[src/rtl/game_pkg.sv]
// game_pkg: shared state encoding and score width for the sprite game controller.
package game_pkg;
   typedef enum logic [2:0] {S_START, S_AIM, S_SHOOT, S_WON, S_LOST} game_state_t;
   localparam int SCORE_W = 8;
endpackage

[src/rtl/game_sequencer_strobe_gen.sv]
// strobe_gen: free-running wrap counter emitting one strobe every 2^width cycles.
module strobe_gen #(
   parameter int width = 20
) (
   input  logic clk,
   input  logic reset_n,
   output logic strobe
);
   logic [width-1:0] cnt;
   always_ff @(posedge clk)
      if (!reset_n) cnt <= '0;
      else          cnt <= cnt + 1'b1;
   assign strobe = &cnt;
endmodule

[src/rtl/game_sequencer.sv]
// game_sequencer: round sequencer (start, aim, shoot, won/lost) for the sprite game.
// Define GAME_SEQUENCER_SCORE_EN to build the saturating win counter on score.
module game_sequencer
   import game_pkg::*;
#(
   parameter int clk_mhz                           = 50,
   parameter int strobe_to_update_xy_counter_width = 20,
   parameter int end_strobes                       = 8
) (
   input  logic               clk,
   input  logic               reset_n,
   input  logic               launch,
   input  logic               collision,
   input  logic               target_out_of_screen,
   input  logic               torpedo_out_of_screen,
   output logic               target_write_xy,
   output logic               torpedo_write_xy,
   output logic               target_write_dxy,
   output logic               torpedo_write_dxy,
   output logic               sprite_enable_update,
   output logic               game_won,
   output logic               game_lost,
   output logic [SCORE_W-1:0] score
);
   localparam int END_W = $clog2(end_strobes + 1);
   if (clk_mhz < 1 || strobe_to_update_xy_counter_width < 1 || end_strobes < 1)
      $error("game_sequencer: parameters must all be >= 1");
   game_state_t      state, state_n;
   logic [END_W-1:0] end_cnt, end_n, end_inc;
   logic             strobe, launch_d, launch_rise;
   logic             txy_n, pxy_n, tdxy_n, pdxy_n;
   strobe_gen #(.width(strobe_to_update_xy_counter_width)) u_strobe (
      .clk     (clk),
      .reset_n (reset_n),
      .strobe  (strobe)
   );
   assign launch_rise = launch & ~launch_d;
   assign end_inc     = end_cnt + 1'b1;
   always_comb begin
      state_n = state;
      end_n   = end_cnt;
      txy_n   = 1'b0;
      pxy_n   = 1'b0;
      tdxy_n  = 1'b0;
      pdxy_n  = 1'b0;
      case (state)
         S_START: begin
            state_n = S_AIM;
            txy_n   = 1'b1;
            pxy_n   = 1'b1;
            tdxy_n  = 1'b1;
         end
         S_AIM:
            if (target_out_of_screen) begin
               state_n = S_LOST;
               end_n   = '0;
            end else if (launch_rise) begin
               state_n = S_SHOOT;
               pdxy_n  = 1'b1;
            end
         S_SHOOT:
            if (collision) begin
               state_n = S_WON;
               end_n   = '0;
            end else if (target_out_of_screen || torpedo_out_of_screen) begin
               state_n = S_LOST;
               end_n   = '0;
            end
         default:
            if (strobe) begin
               end_n   = end_inc;
               state_n = (end_inc == END_W'(end_strobes)) ? S_START : state;
            end
      endcase
   end
   always_ff @(posedge clk)
      if (!reset_n) begin
         state             <= S_START;
         end_cnt           <= '0;
         launch_d          <= 1'b1;
         target_write_xy   <= 1'b0;
         torpedo_write_xy  <= 1'b0;
         target_write_dxy  <= 1'b0;
         torpedo_write_dxy <= 1'b0;
      end else begin
         state             <= state_n;
         end_cnt           <= end_n;
         launch_d          <= launch;
         target_write_xy   <= txy_n;
         torpedo_write_xy  <= pxy_n;
         target_write_dxy  <= tdxy_n;
         torpedo_write_dxy <= pdxy_n;
      end
   assign sprite_enable_update = strobe & (state == S_AIM || state == S_SHOOT);
   assign game_won             = state == S_WON;
   assign game_lost            = state == S_LOST;
`ifdef GAME_SEQUENCER_SCORE_EN
   logic [SCORE_W-1:0] score_q;
   always_ff @(posedge clk)
      if (!reset_n)
         score_q <= '0;
      else if (state == S_SHOOT && collision && !(&score_q))
         score_q <= score_q + 1'b1;
   assign score = score_q;
`else
   assign score = '0;
`endif
endmodule

[config.mk]
export PLATFORM = sky130hd
export DESIGN_NAME = game_sequencer
export DESIGN_NICKNAME = d
export VERILOG_FILES = /design/src/rtl/game_pkg.sv /design/src/rtl/game_sequencer_strobe_gen.sv /design/src/rtl/game_sequencer.sv
export SDC_FILE = /design/constraint.sdc
export NUM_CORES = 1
export LEC_CHECK = 0
export CORE_UTILIZATION = 25
export DETAILED_ROUTE_END_ITERATION = 8
export PLACE_DENSITY = 0.55
export SLEW_MARGIN = 20
export SYNTH_ARGS = -nofsm -noshare
export SYNTH_HDL_FRONTEND = slang
export SYNTH_SLANG_ARGS = --single-unit
[constraint.sdc]
create_clock -name clk -period 2.2 [get_ports clk]
set_input_delay 0.22 -clock clk [delete_from_list [all_inputs] [get_ports clk]]
set_output_delay 0.22 -clock clk [all_outputs]
set_load 0.05 [all_outputs]
Word-level counts from Yosys, hierarchy flattened
Cells that the tools add are included. Widths: inputs -> output; s select.

$add $sub $neg: 2. Equal/unequal tests: 8. Multiplexer cells: 14. Bitwise gates (word level): 6. Reductions and logical operators: 10.

Operators by type and width (number): $add 20x1->20 const B (1); $reduce_and 20->1 (1); $mux 3 (6); $mux 4 (4); $pmux 4 s3 (1); $pmux 3 s3 (1); $reduce_and 4->1 (2); $reduce_bool 4->1 (2); $eq 3x2->1 const B (2); $ne 3x3->1 const B (2); $add 4x1->4 const B (1); $eq 4x4->1 const B (1); $not 1->1 (4); $eq 3x1->1 const B (1); $eq 3x3->1 const B (1); $logic_not 3->1 (1); $reduce_bool 3->1 (1); $reduce_or 3->1 (1); $and 1x1->1 (2); $logic_or 1x1->1 (2); $mux 1 (2); $ne 2x2->1 const B (1).

Bits in registers: 30. Input bits: 6. Output and inout port bits: 15. Word-level logic and storage cells: 46.

Depth between registers and ports, before layout
Gate-level depths: netlist (run 1).

Word-level depth: 5. Depth in mapped cells: 6. Gate-level depth less buffers: 6.

By module
From an unflattened synthesis (run 1), not the netlist that was laid out.

Cells, all modules: 180. Area total of the unflattened synthesis: 1640.3 um2.

Modules (own cells, without submodules): strobe_gen (times used 1, cells each 101, area each 938.4 um2, seq. area each 400.4 um2); game_sequencer (times used 1, cells each 79, area each 701.9 um2, seq. area each 200.2 um2).

Least setup slack after synthesis (run 1)
OpenSTA, ideal clock, no wires.

Path type: register to output. From: reg u_strobe.cnt[0]. To: out sprite_enable_update. Arrival: 1658 ps. Required time: 1980 ps. Path slack: 322 ps. Cell stages (with the launch flop): 6. Buffers on the path: 0. Path through: dfxtp_1 ha_1 nand2_1 nor3b_2 nand4_1 nor2_1.

Word-level cells in the longest chain between the ends: 2.

RTL lines: from (decl) (RTL line game_sequencer_strobe_gen.sv:9) `logic [width-1:0] cnt;`; from (signal assigned) (RTL line game_sequencer_strobe_gen.sv:12) `else cnt <= cnt + 1'b1;`; $reduce_and 20->1 (RTL line game_sequencer_strobe_gen.sv:13) `assign strobe = &cnt;`; $and 1x1->1 (RTL line game_sequencer.sv:94) `assign sprite_enable_update = strobe & (state == S_AIM || state == S_SHOOT);`; to (decl) (RTL line game_sequencer.sv:20) `output logic sprite_enable_update,`.

No other way between the ends.

Worst setup path after layout (run 1)
Same ends and word-level chain as after synthesis.

==> summary.md, run 1 <==
| Metric | Value |
|---|---|
| Final-report hold violation count | `0` |
| Worst-skew pair later-pin latency | `270 ps` |
| Top area cells in the synthesized netlist | `dfxtp_1 39%, xor2_1 7.4%, nor2_1 6.1%` |
| Maximum fanout along the worst path | `5` |
| Cell Rows | `28` |
| DPL Wire Length | `1900 um` |
| Most instantiated library cell after synthesis | `dfxtp_1` |
| Post-CTS setup-driven buffer insertion count | `0` |
| Number of DRC violations after detailed routing | `0` |
| Maximum resistive drop on vdd | `0.000487 V` |
| Synthesis-stage register bit count | `30` |
| Share of post-route cells with drive strength above 1 | `12.1%` |
| Reported leakage power | `0.688 nW` |
| Number of max-capacitance violations reported | `0` |
| Placed cells | `257` |
| Area growth from synthesis to final layout | `17.2%` |
| Fin. max-slew vios | `0` |
| Nature of the critical path endpoint | `primary output` |
| Synth Cell Area | `1540 um2` |
| Total number of vias | `1,155` |
| Overall die area | `6480 um2` |
| Crit share post-route | `93.8%` |
| Maximum number of pins on one net before global-route repair | `19` |
| Syn Inst Count | `177` |
| Worst Setup Start Kind | `register` |
| IO Port Bufs | `12` |
| Fmax | `0.484 GHz` |
| Async SR Flop Fraction | `0%` |
| Last weighted congestion value of the routability-driven placer | `0.718` |
| Multi-input gate area in the final layout | `838 um2` |
| Antenna violations before repair | `0` |
| Post-DR wirelength/cell | `10.3 um` |
| Sequential cell area in the final layout | `601 um2` |
| Worst-case clock buffer depth | `2` |
| Worst hold path type | `reg2reg` |
| Count of filler cells inserted in the layout | `618` |
| Count of nets left with antenna violations after detail routing | `0` |
| Top cells by count, synth | `30 x dfxtp_1, 25 x nor2_1, 15 x nand2_1` |
| Chain of cells forming the critical path | `ha_1 -> nand2_1 -> nor3b_2 -> nand4_1 -> nor2_1 -> buf_12` |
| Clock input transition at the sequential cells of the worst setup and hold paths | `60 ps` |
| Cell type contributing the most total cell area after synthesis | `dfxtp_1` |
| Post-synth top area share | `39.0%` |
| Buffers plus inverters on the worst setup path | `1` |
| First-pass GRT wire length | `4640 um` |
| Core Footprint | `5920 um2` |
| Sum Neg Setup Slack | `0 ps` |
| Routed WL | `2730 um` |
| Cell with the biggest individual delay on the critical path | `dfxtp_1` |
| Synth Flop Type | `dfxtp_1` |
| Overall global routing resource usage | `9.35%` |
| Top delay family on crit path | `simple AND/OR/NAND/NOR gates` |
| Delay of the slowest cell on the worst path | `390 ps` |
| Die W | `80.5 um` |
| CP required | `1980 ps` |
| Sinks on the clock net | `30` |
| Total number of H-tree levels | `2` |
| Number of buffers added by the clock tree synthesis step | `5` |
| Final worst clock skew | `7.77 ps` |
| CTS tree | `built` |
| Classification of the worst setup path | `reg2out` |
| Overflow after GRT | `0` |
| Clock root cell | `clkbuf_8` |
| # resized after CTS | `0` |
| Number of flops mapped to enable cells by yosys | `0` |
| Final period demand of the worst path | `2060 ps` |
| Y dimension of the die | `80.5 um` |
| Fin cells | `265` |
| Antenna diode count | `0` |
| Per-cell via count in the routed design | `4.36` |
| Number of ports placed on the die boundary | `21` |
| RSZ-0062 raised after global routing | `no` |
| Cell area power density | `893 nW/um2` |
| Detailed-router iteration count before antenna repair | `4` |
| Initial core utilization | `26.0%` |
| Vias in the first global route | `1,079` |
| Sequential fraction of the synthesis area | `39.0%` |
| Total number of yosys warnings | `0` |
| Arrival time reported for the critical path endpoint | `1840 ps` |
| Run status | `completed` |
| Final setup vio count | `0` |
| Initial DRC count | `52` |
| Hold-fix buffers at CTS | `0` |
| Avg Inst Size Synth | `8.71 um2` |
| Count of unique library cells instantiated by Yosys | `40` |
| Final Net Count | `197` |
per-stage QoR:
stage | setup WS, ps | total power [mW] | utilization, % | cell area, um2 | hold slack [ps]
finish | 136 | 1.61 | 30.5 | 1810 | 486
global route | 18.8 | 1.70 | 30.5 | 1810 | 515
CTS | 118 | 1.63 | 30.5 | 1810 | 489
detailed placement | 326 | 1.12 | 28.7 | 1700 | 476
global placement | 352 | 1.12 | 28.7 | 1700 | 468
floorplan | 322 | 1.05 | - | 1570 | 321
registers in the layout (all words and copies together) (netlist names):
signal,flops
u_strobe.cnt,20
end_cnt,4
state,3
launch_d,1
target_write_dxy,1
torpedo_write_dxy,1
path summary, 6_finish.rpt:
path,cells after the start,slack (ps),to,from
worst max register to register,5,420,end_cnt[2]$_SDFFE_PN0P_,state[0]$_SDFFE_PN0P_
worst min-delay path,1,490,u_strobe.cnt[0]$_SDFF_PN0_,u_strobe.cnt[0]$_SDFF_PN0_
worst max-delay path,6,140,sprite_enable_update,u_strobe.cnt[0]$_SDFF_PN0_
worst min register to register,1,490,u_strobe.cnt[0]$_SDFF_PN0_,u_strobe.cnt[0]$_SDFF_PN0_
area by class of cell:
cell class	count	share of cell area [%]
Sequential cell	30	33.2
Multi-Input combinational cell	133	46.4
Inverter	5	1.04
Tap cell	75	5.19
Timing Repair Buffer	14	8.03
Clock buffer	8	6.09
power breakdown:
group	internal, mW	total, mW	switching (mW)
clock	0.315	0.507	0.191
sequential	0.578	0.647	0.0694
combinational	0.183	0.459	0.276
cells by family (layout without fill, tap and decap cells):
logic type	after synthesis	count (layout)	share of synthesized area, %
flops	30	30	39.0
xor+xnor	18	18	10.2
compound gates	18	18	8.69
fa+ha+maj	2	2	1.62
buf+inv	21	27	8.36
simple gates	87	87	31.9
other cells	1	8	0.243
layout by cell type (no fill, tap or decap), types with 5 or more instances in the layout:
cell             synthesis  routed
nor2_1                  25      25
xor2_1                  13      13
clkbuf_8                 0       8
conb_1                   1       8
nand2b_1                 5       5
clkdlybuf4s50_1          0      11
nand4_1                  6       6
nand2_1                 15      15
and3_1                   6       6
dfxtp_1                 30      30
nand3_1                  9       9
and2_1                   5       5
inv_1                    5       5
xnor2_1                  5       5
routing by layer:
layer / up-vias / track usage, % / wire, um
li1: 611 / - / -
met1: 520 / 11.5 / 1480
met2: 22 / 14.8 / 1100
met3: 2 / 3.07 / 131
met4: 0 / 3.75 / 19
met5: - / 0 / 0
Power figures use the tool's default switching activity.
==> inputs of run 2 (changes only) <==
--- a/config.mk
+++ b/config.mk
@@ -5,8 +5,11 @@
 export SDC_FILE = /design/constraint.sdc
 export NUM_CORES = 1
 export LEC_CHECK = 0
+export CAP_MARGIN = 10
 export CORE_UTILIZATION = 25
 export DETAILED_ROUTE_END_ITERATION = 8
+export GPL_TIMING_DRIVEN = 0
+export MAX_ROUTING_LAYER = met4
 export PLACE_DENSITY = 0.55
 export SLEW_MARGIN = 20
 export SYNTH_ARGS = -nofsm -noshare
==> run 2 against run 1 <==
  * Flip-flop and latch count stayed put
  * Non-clock buffer count grew 15
  * Register-to-register slack lost 110 ps
  * Sequential share of layout area decreased by 2.2 points
  * Critical path type unchanged
==> summary.md, run 2 (same netlist as run 1, synthesis figures left out) <==
| Metric | Value |
|---|---|
| Total number of vias | `1,229 (was 1,155)` |
| Maximum number of pins on one net before global-route repair | `11 (was 19)` |
| Maximum fanout along the worst path | `5 (unchanged)` |
| Nature of the critical path endpoint | `primary output (unchanged)` |
| Commonest non-fill, non-tap cell in the layout | `dfxtp_1 (unchanged)` |
| Number of DRC violations after detailed routing | `0 (unchanged)` |
| Maximum resistive drop on vdd | `0.000569 V (was 0.000487 V)` |
| Reg2Reg Launch Point | `u_strobe.cnt[0]$_SDFF_PN0_ (was state[0]$_SDFFE_PN0P_)` |
| Terminating pin of the worst hold path | `launch_d$_SDFF_PN1_ (was u_strobe.cnt[0]$_SDFF_PN0_)` |
| Arrival time reported for the critical path endpoint | `1870 ps (was 1840 ps)` |
| Reported leakage power | `0.768 nW (was 0.688 nW)` |
| Final period demand of the worst path | `2090 ps (was 2060 ps)` |
| Area growth from synthesis to final layout | `25.4% (was 17.2%)` |
| Crit share post-route | `95.0% (was 93.8%)` |
| Overall die area | `6480 um2 (unchanged)` |
| Chain of cells forming the critical path | `ha_2 -> nand2_1 -> nor3b_2 -> nand4_1 -> nor2_1 -> buf_6 (was ha_1 -> nand2_1 -> nor3b_2 -> nand4_1 -> nor2_1 -> buf_12)` |
| Last weighted congestion value of the routability-driven placer | `0.776 (was 0.718)` |
| Number of ports placed on the die boundary | `21 (unchanged)` |
| Classification of the worst setup path | `reg2out (unchanged)` |
| Routed WL | `2910 um (was 2730 um)` |
| Cell with the biggest individual delay on the critical path | `dfxtp_1 (unchanged)` |
| Worst hold path type | `in2reg (was reg2reg)` |
| Cell Rows | `28 (unchanged)` |
| Sinks on the clock net | `30 (unchanged)` |
| Sum Neg Setup Slack | `0 ps (unchanged)` |
| Share of post-route cells with drive strength above 1 | `18.0% (was 12.1%)` |
| CTS tree | `built (unchanged)` |
| Top library cells by usage in the layout, fill and taps aside | `30 x dfxtp_1, 25 x nor2_1, 15 x nand2_1, 13 x buf_4, 13 x xor2_1 (was 30 x dfxtp_1, 25 x nor2_1, 15 x nand2_1, 13 x xor2_1, 11 x clkdlybuf4s50_1)` |
| Reg with most FFs | `u_strobe.cnt (unchanged)` |
| Worst Setup Start Kind | `register (unchanged)` |
| Clock root cell | `clkbuf_8 (unchanged)` |
| Final Instance Area | `1930 um2 (was 1810 um2)` |
| Vias in the first global route | `1,069 (was 1,079)` |
| Delay of the slowest cell on the worst path | `400 ps (was 390 ps)` |
| Die W | `80.5 um (unchanged)` |
| Worst reg-to-reg path cell count | `7 (was 5)` |
| DPL Wire Length | `2020 um (was 1900 um)` |
| Y dimension of the die | `80.5 um (unchanged)` |
| CP required | `1980 ps (about the same)` |
| Area of placed instances | `1770 um2 (was 1700 um2)` |
| Number of buffers added by the clock tree synthesis step | `5 (unchanged)` |
| Per-cell via count in the routed design | `4.39 (was 4.36)` |
| Fin. max-slew vios | `0 (unchanged)` |
| Detailed-router iteration count before antenna repair | `4 (unchanged)` |
| Final Net Count | `212 (was 197)` |
| Overflow after GRT | `0 (unchanged)` |
| Count of nets left with antenna violations after detail routing | `0 (unchanged)` |
| Initial core utilization | `26.0% (unchanged)` |
| Final core area utilization | `32.7% (was 30.5%)` |
| Overall global routing resource usage | `10.3% (was 9.35%)` |
| Initial DRC count | `60 (was 52)` |
| Cell area power density | `960 nW/um2 (was 893 nW/um2)` |
| Register-to-register setup slack | `310 ps (was 420 ps)` |
| Final setup vio count | `0 (unchanged)` |
| Antenna violations before repair | `0 (unchanged)` |
| Number of max-capacitance violations reported | `0 (unchanged)` |
| Run status | `completed (unchanged)` |
| Max reg flops | `20 (unchanged)` |
| Number of cells on the worst hold path | `2 (was 1)` |
| Worst slew margin relative to its limit | `67.1%` |
| Total number of H-tree levels | `2 (unchanged)` |
| Worst-skew pair later-pin latency | `280 ps (was 270 ps)` |
| Hold WS | `218 ps (was 486 ps)` |
| Clock input transition at the sequential cells of the worst setup and hold paths | `70 ps (was 60 ps)` |
| Core Footprint | `5920 um2 (unchanged)` |
| Timing startpoint of the critical path | `u_strobe.cnt[0]$_SDFF_PN0_ (unchanged)` |
| Post-DR wirelength/cell | `10.4 um (was 10.3 um)` |
| Fmax | `0.478 GHz (was 0.484 GHz)` |
| Worst-case clock buffer depth | `2 (unchanged)` |
| Antenna diode count | `0 (unchanged)` |
| First-pass GRT wire length | `4910 um (was 4640 um)` |
| Final-report hold violation count | `0 (unchanged)` |
| Transition time at the pin with the least slew margin | `490 ps` |
| Min-delay src | `reset_n (was u_strobe.cnt[0]$_SDFF_PN0_)` |
| Final worst clock skew | `9.57 ps (was 7.77 ps)` |
| IO Port Bufs | `11 (was 12)` |
| Largest registers ranked by flip-flop count | `u_strobe.cnt: 20 flops, end_cnt: 4 flops, state: 3 flops (unchanged)` |
| Worst reg2reg path endpoint | `state[1]$_SDFFE_PN0P_ (was end_cnt[2]$_SDFFE_PN0P_)` |
## run 2: cell types whose count changed in the layout (fill, tap and decap cells not counted), moves of 2 or more
cell,delta
buf_6,+2
clkbuf_8,-2
bufinv_16,+2
clkbuf_1,+3
buf_4,+11
## run 2: area by class of cell
| cell class | instances | area [um2] |
|---|---|---|
| fillers | 634 | 3990 |
| repair buffers | 13 | 126 |
| clock inverters | 2 | 60.1 |
| inverters | 5 | 18.8 |
| well taps | 75 | 93.8 |
| flip-flops and latches | 30 | 601 |
| clock buffers | 6 | 82.6 |
| multi-input cells | 133 | 841 |
| plain buffers | 16 | 110 |
## run 2: worst max-delay path by stage
stage                                 endpoint  cells past startpoint  slack (ps)
final                     sprite_enable_update                      6         110
after global routing      sprite_enable_update                      6         -40
after CTS                 sprite_enable_update                      6          60
after detailed placement  sprite_enable_update                      6        -160
after global placement    sprite_enable_update                      6        -160
after floorplan           sprite_enable_update                      5         320
## run 2: power breakdown
group | switching [mW] | total, mW | internal (mW)
Clock | 0.207 | 0.690 | 0.483
Sequential | 0.0344 | 0.612 | 0.578
Combinational | 0.327 | 0.554 | 0.227
Total | 0.568 | 1.86 | 1.29
## run 2: routing by layer
layer	global-route usage [%]	vias to the layer above	share of wire [%]	routed length [um]
li1	-	641	-	-
met4	5.36	0	1.8	51
met2	15.1	28	42	1240
met1	12.5	556	50	1470
met3	3.18	4	5.3	155
met5	-	-	0	0
## run 2: stage by stage
step | cells | worst slack [ps] | total power, mW
2_1_floorplan | 184 | 322 | 1.05
3_3_place_gp | 270 | -158 | 1.17
3_5_place_dp | 270 | -156 | 1.17
4_1_cts | 278 | 62.3 | 1.87
5_1_grt | 280 | -36.6 | 1.95
6_report | 280 | 109 | 1.86
## run 2: what timing repair did
| item | in CTS | in global routing |
|---|---|---|
| resized for setup | 5 | 4 |
| pin swaps | 0 | 1 |
| setup buffers | 0 | 2 |
| hold buffers | 0 | 0 |
| endpoints found under the setup margin | 1 | 1 |
| hold endpoints to repair | 0 | 0 |
## run 2: critical path, delay by kind of cell (launching register included)
kind          cells  cell delay, ps
buf+inv           1             190
simple gates      4             760
fa+ha+maj         1             240
flops             1             400
==> inputs of run 3 (changes only) <==
--- a/config.mk
+++ b/config.mk
@@ -9,7 +9,6 @@
 export CORE_UTILIZATION = 25
 export DETAILED_ROUTE_END_ITERATION = 8
 export GPL_TIMING_DRIVEN = 0
-export MAX_ROUTING_LAYER = met4
 export PLACE_DENSITY = 0.55
 export SLEW_MARGIN = 20
 export SYNTH_ARGS = -nofsm -noshare
==> run 3 against run 2 <==
  * Maximum frequency about the same
  * Combinational power about the same
  * Hold slack about the same
  * Clock power about the same
  * Critical endpoint unchanged
  * Highest routed layer unchanged
==> summary.md, run 3 (same netlist as run 1, synthesis figures left out) <==
| Metric | Value |
|---|---|
| Run status | `completed (unchanged)` |
| Final setup vio count | `0 (unchanged)` |
| Hold-fix buffers at CTS | `0 (unchanged)` |
| Last weighted congestion value of the routability-driven placer | `0.766 (was 0.776)` |
| Share of power burned in combinational logic | `29.8% (about the same)` |
| Number of max-capacitance violations reported | `0 (unchanged)` |
| Worst reg-to-reg path cell count | `7 (unchanged)` |
| Count of filler cells inserted in the layout | `634 (unchanged)` |
| Proportion of power drawn by the clock network | `37.2% (about the same)` |
| Overall global routing resource usage | `9.99% (was 10.3%)` |
| Initial DRC count | `60 (unchanged)` |
| Setup slack of the critical path after layout | `110 ps (was 109 ps)` |
| Fin cells | `280 (unchanged)` |
| Multi-input gate area in the final layout | `841 um2 (unchanged)` |
| Post-DR wirelength/cell | `10.4 um (about the same)` |
| Net switching component of the power | `0.568 mW (about the same)` |
| Initial core utilization | `26.0% (unchanged)` |
| Number of DRC violations after detailed routing | `0 (unchanged)` |
| Worst hold path type | `in2reg (unchanged)` |
| Die W | `80.5 um (unchanged)` |
| Final-report hold violation count | `0 (unchanged)` |
| IO Port Bufs | `11 (unchanged)` |
| Min-delay src | `reset_n (unchanged)` |
| Area of placed instances | `1770 um2 (unchanged)` |
| Core Footprint | `5920 um2 (unchanged)` |
| Worst-case clock buffer depth | `2 (unchanged)` |
| Hold WS | `218 ps (about the same)` |
| Arrival time reported for the critical path endpoint | `1870 ps (about the same)` |
| Worst slew margin relative to its limit | `67.1% (unchanged)` |
| Antenna violations before repair | `0 (unchanged)` |
| Y dimension of the die | `80.5 um (unchanged)` |
| Post-place setup slack | `-156 ps (unchanged)` |
| Overflow after GRT | `0 (unchanged)` |
| Worst-skew pair later-pin latency | `280 ps (about the same)` |
| Sequential cell fraction of total power | `33.0% (about the same)` |
| Detailed-router iteration count before antenna repair | `4 (unchanged)` |
| Top library cells by usage in the layout, fill and taps aside | `30 x dfxtp_1, 25 x nor2_1, 15 x nand2_1, 13 x buf_4, 13 x xor2_1 (unchanged)` |
| Number of cells on the worst hold path | `2 (unchanged)` |
| Largest registers ranked by flip-flop count | `u_strobe.cnt: 20 flops, end_cnt: 4 flops, state: 3 flops (unchanged)` |
| Overall die area | `6480 um2 (unchanged)` |
| First-pass GRT wire length | `4910 um (about the same)` |
| Reg2Reg Launch Point | `u_strobe.cnt[0]$_SDFF_PN0_ (unchanged)` |
| Transition time at the pin with the least slew margin | `490 ps (about the same)` |
| Final worst clock skew | `10.1 ps (was 9.57 ps)` |
| Per-cell via count in the routed design | `4.39 (unchanged)` |
| Commonest non-fill, non-tap cell in the layout | `dfxtp_1 (unchanged)` |
| Crit share post-route | `95.0% (about the same)` |
| Tot Pwr | `1.86 mW (about the same)` |
| Fin. max-slew vios | `0 (unchanged)` |
| Maximum resistive drop on vdd | `0.000569 V (about the same)` |
| Antenna diode count | `0 (unchanged)` |
| Share of post-route cells with drive strength above 1 | `18.0% (unchanged)` |
| Classification of the worst setup path | `reg2out (unchanged)` |
| Fmax | `0.478 GHz (about the same)` |
| Number of buffers added by the clock tree synthesis step | `5 (unchanged)` |
| Internal portion of total power | `1.29 mW (unchanged)` |
| Count of nets left with antenna violations after detail routing | `0 (unchanged)` |
| Final core area utilization | `32.7% (unchanged)` |
| Max reg flops | `20 (unchanged)` |
| Clock input transition at the sequential cells of the worst setup and hold paths | `70 ps (about the same)` |
| Total number of vias | `1,229 (unchanged)` |
| Number of ports placed on the die boundary | `21 (unchanged)` |
| Sequential cell area in the final layout | `601 um2 (unchanged)` |
| Maximum number of pins on one net before global-route repair | `11 (unchanged)` |
| Area growth from synthesis to final layout | `25.4% (unchanged)` |
| Maximum fanout along the worst path | `5 (unchanged)` |
| Reported leakage power | `0.768 nW (unchanged)` |
| Switching share of power | `30.6% (about the same)` |
| Reg with most FFs | `u_strobe.cnt (unchanged)` |
| Cell area power density | `960 nW/um2 (about the same)` |
| Cell Rows | `28 (unchanged)` |
| Nature of the critical path endpoint | `primary output (unchanged)` |
| Placed cells | `270 (unchanged)` |
| CP required | `1980 ps (about the same)` |
| Final Net Count | `212 (unchanged)` |
| Sum Neg Setup Slack | `0 ps (unchanged)` |
| Vias in the first global route | `1,071 (was 1,069)` |
| Worst Setup Start Kind | `register (unchanged)` |
| Routed WL | `2910 um (about the same)` |
| Sinks on the clock net | `30 (unchanged)` |
| CTS tree | `built (unchanged)` |
| Clock root cell | `clkbuf_8 (unchanged)` |
| Final Instance Area | `1930 um2 (unchanged)` |
| DPL Wire Length | `2020 um (unchanged)` |
| Total number of H-tree levels | `2 (unchanged)` |
| Timing startpoint of the critical path | `u_strobe.cnt[0]$_SDFF_PN0_ (unchanged)` |
| Final period demand of the worst path | `2090 ps (about the same)` |
-- run 3: critical path: stages (launching register included) --
cell     delay, ps
dfxtp_1        400
ha_2           240
nand2_1         90
nor3b_2        260
nand4_1        190
nor2_1         220
buf_6          190
-- run 3: path summary, 6_finish.rpt --
check                                             endpoint  slack, ps
worst max-delay path                  sprite_enable_update        110
worst min register to register  u_strobe.cnt[0]$_SDFF_PN0_        490
worst max register to register       state[1]$_SDFFE_PN0P_        310
worst min-delay path                   launch_d$_SDFF_PN1_        220
-- run 3: power by group through the flow --
stage	sequential (mW)	combinational [mW]	clock [mW]
6_report	0.612	0.554	0.690
5_1_grt	0.616	0.592	0.738
4_1_cts	0.612	0.552	0.709
3_5_place_dp	0.624	0.551	0
3_3_place_gp	0.624	0.550	0
2_1_floorplan	0.645	0.405	0
-- run 3: cell type report --
type	instances	share of cell area, %
Clock buffer	6	4.27
Timing Repair Buffer	13	6.54
Inverter	5	0.971
Buffer	16	5.70
Sequential cell	30	31.1
Multi-Input combinational cell	133	43.5
Tap cell	75	4.85
Clock inverter	2	3.11
-- run 3: routing by layer --
metal,vias up,GRT usage (%),share of wire [%]
li1,641,-,-
met4,0,5.36,2.2
met2,26,15.1,42
met5,-,0,0
met3,6,3.18,5.3
met1,556,12.5,50
-- run 3: timing repair --
item / in CTS / in global routing
endpoints found under the hold margin: 0 / 0
pin swaps: 0 / 1
setup buffers: 0 / 2
resized for setup: 5 / 4
setup endpoints to repair: 1 / 1
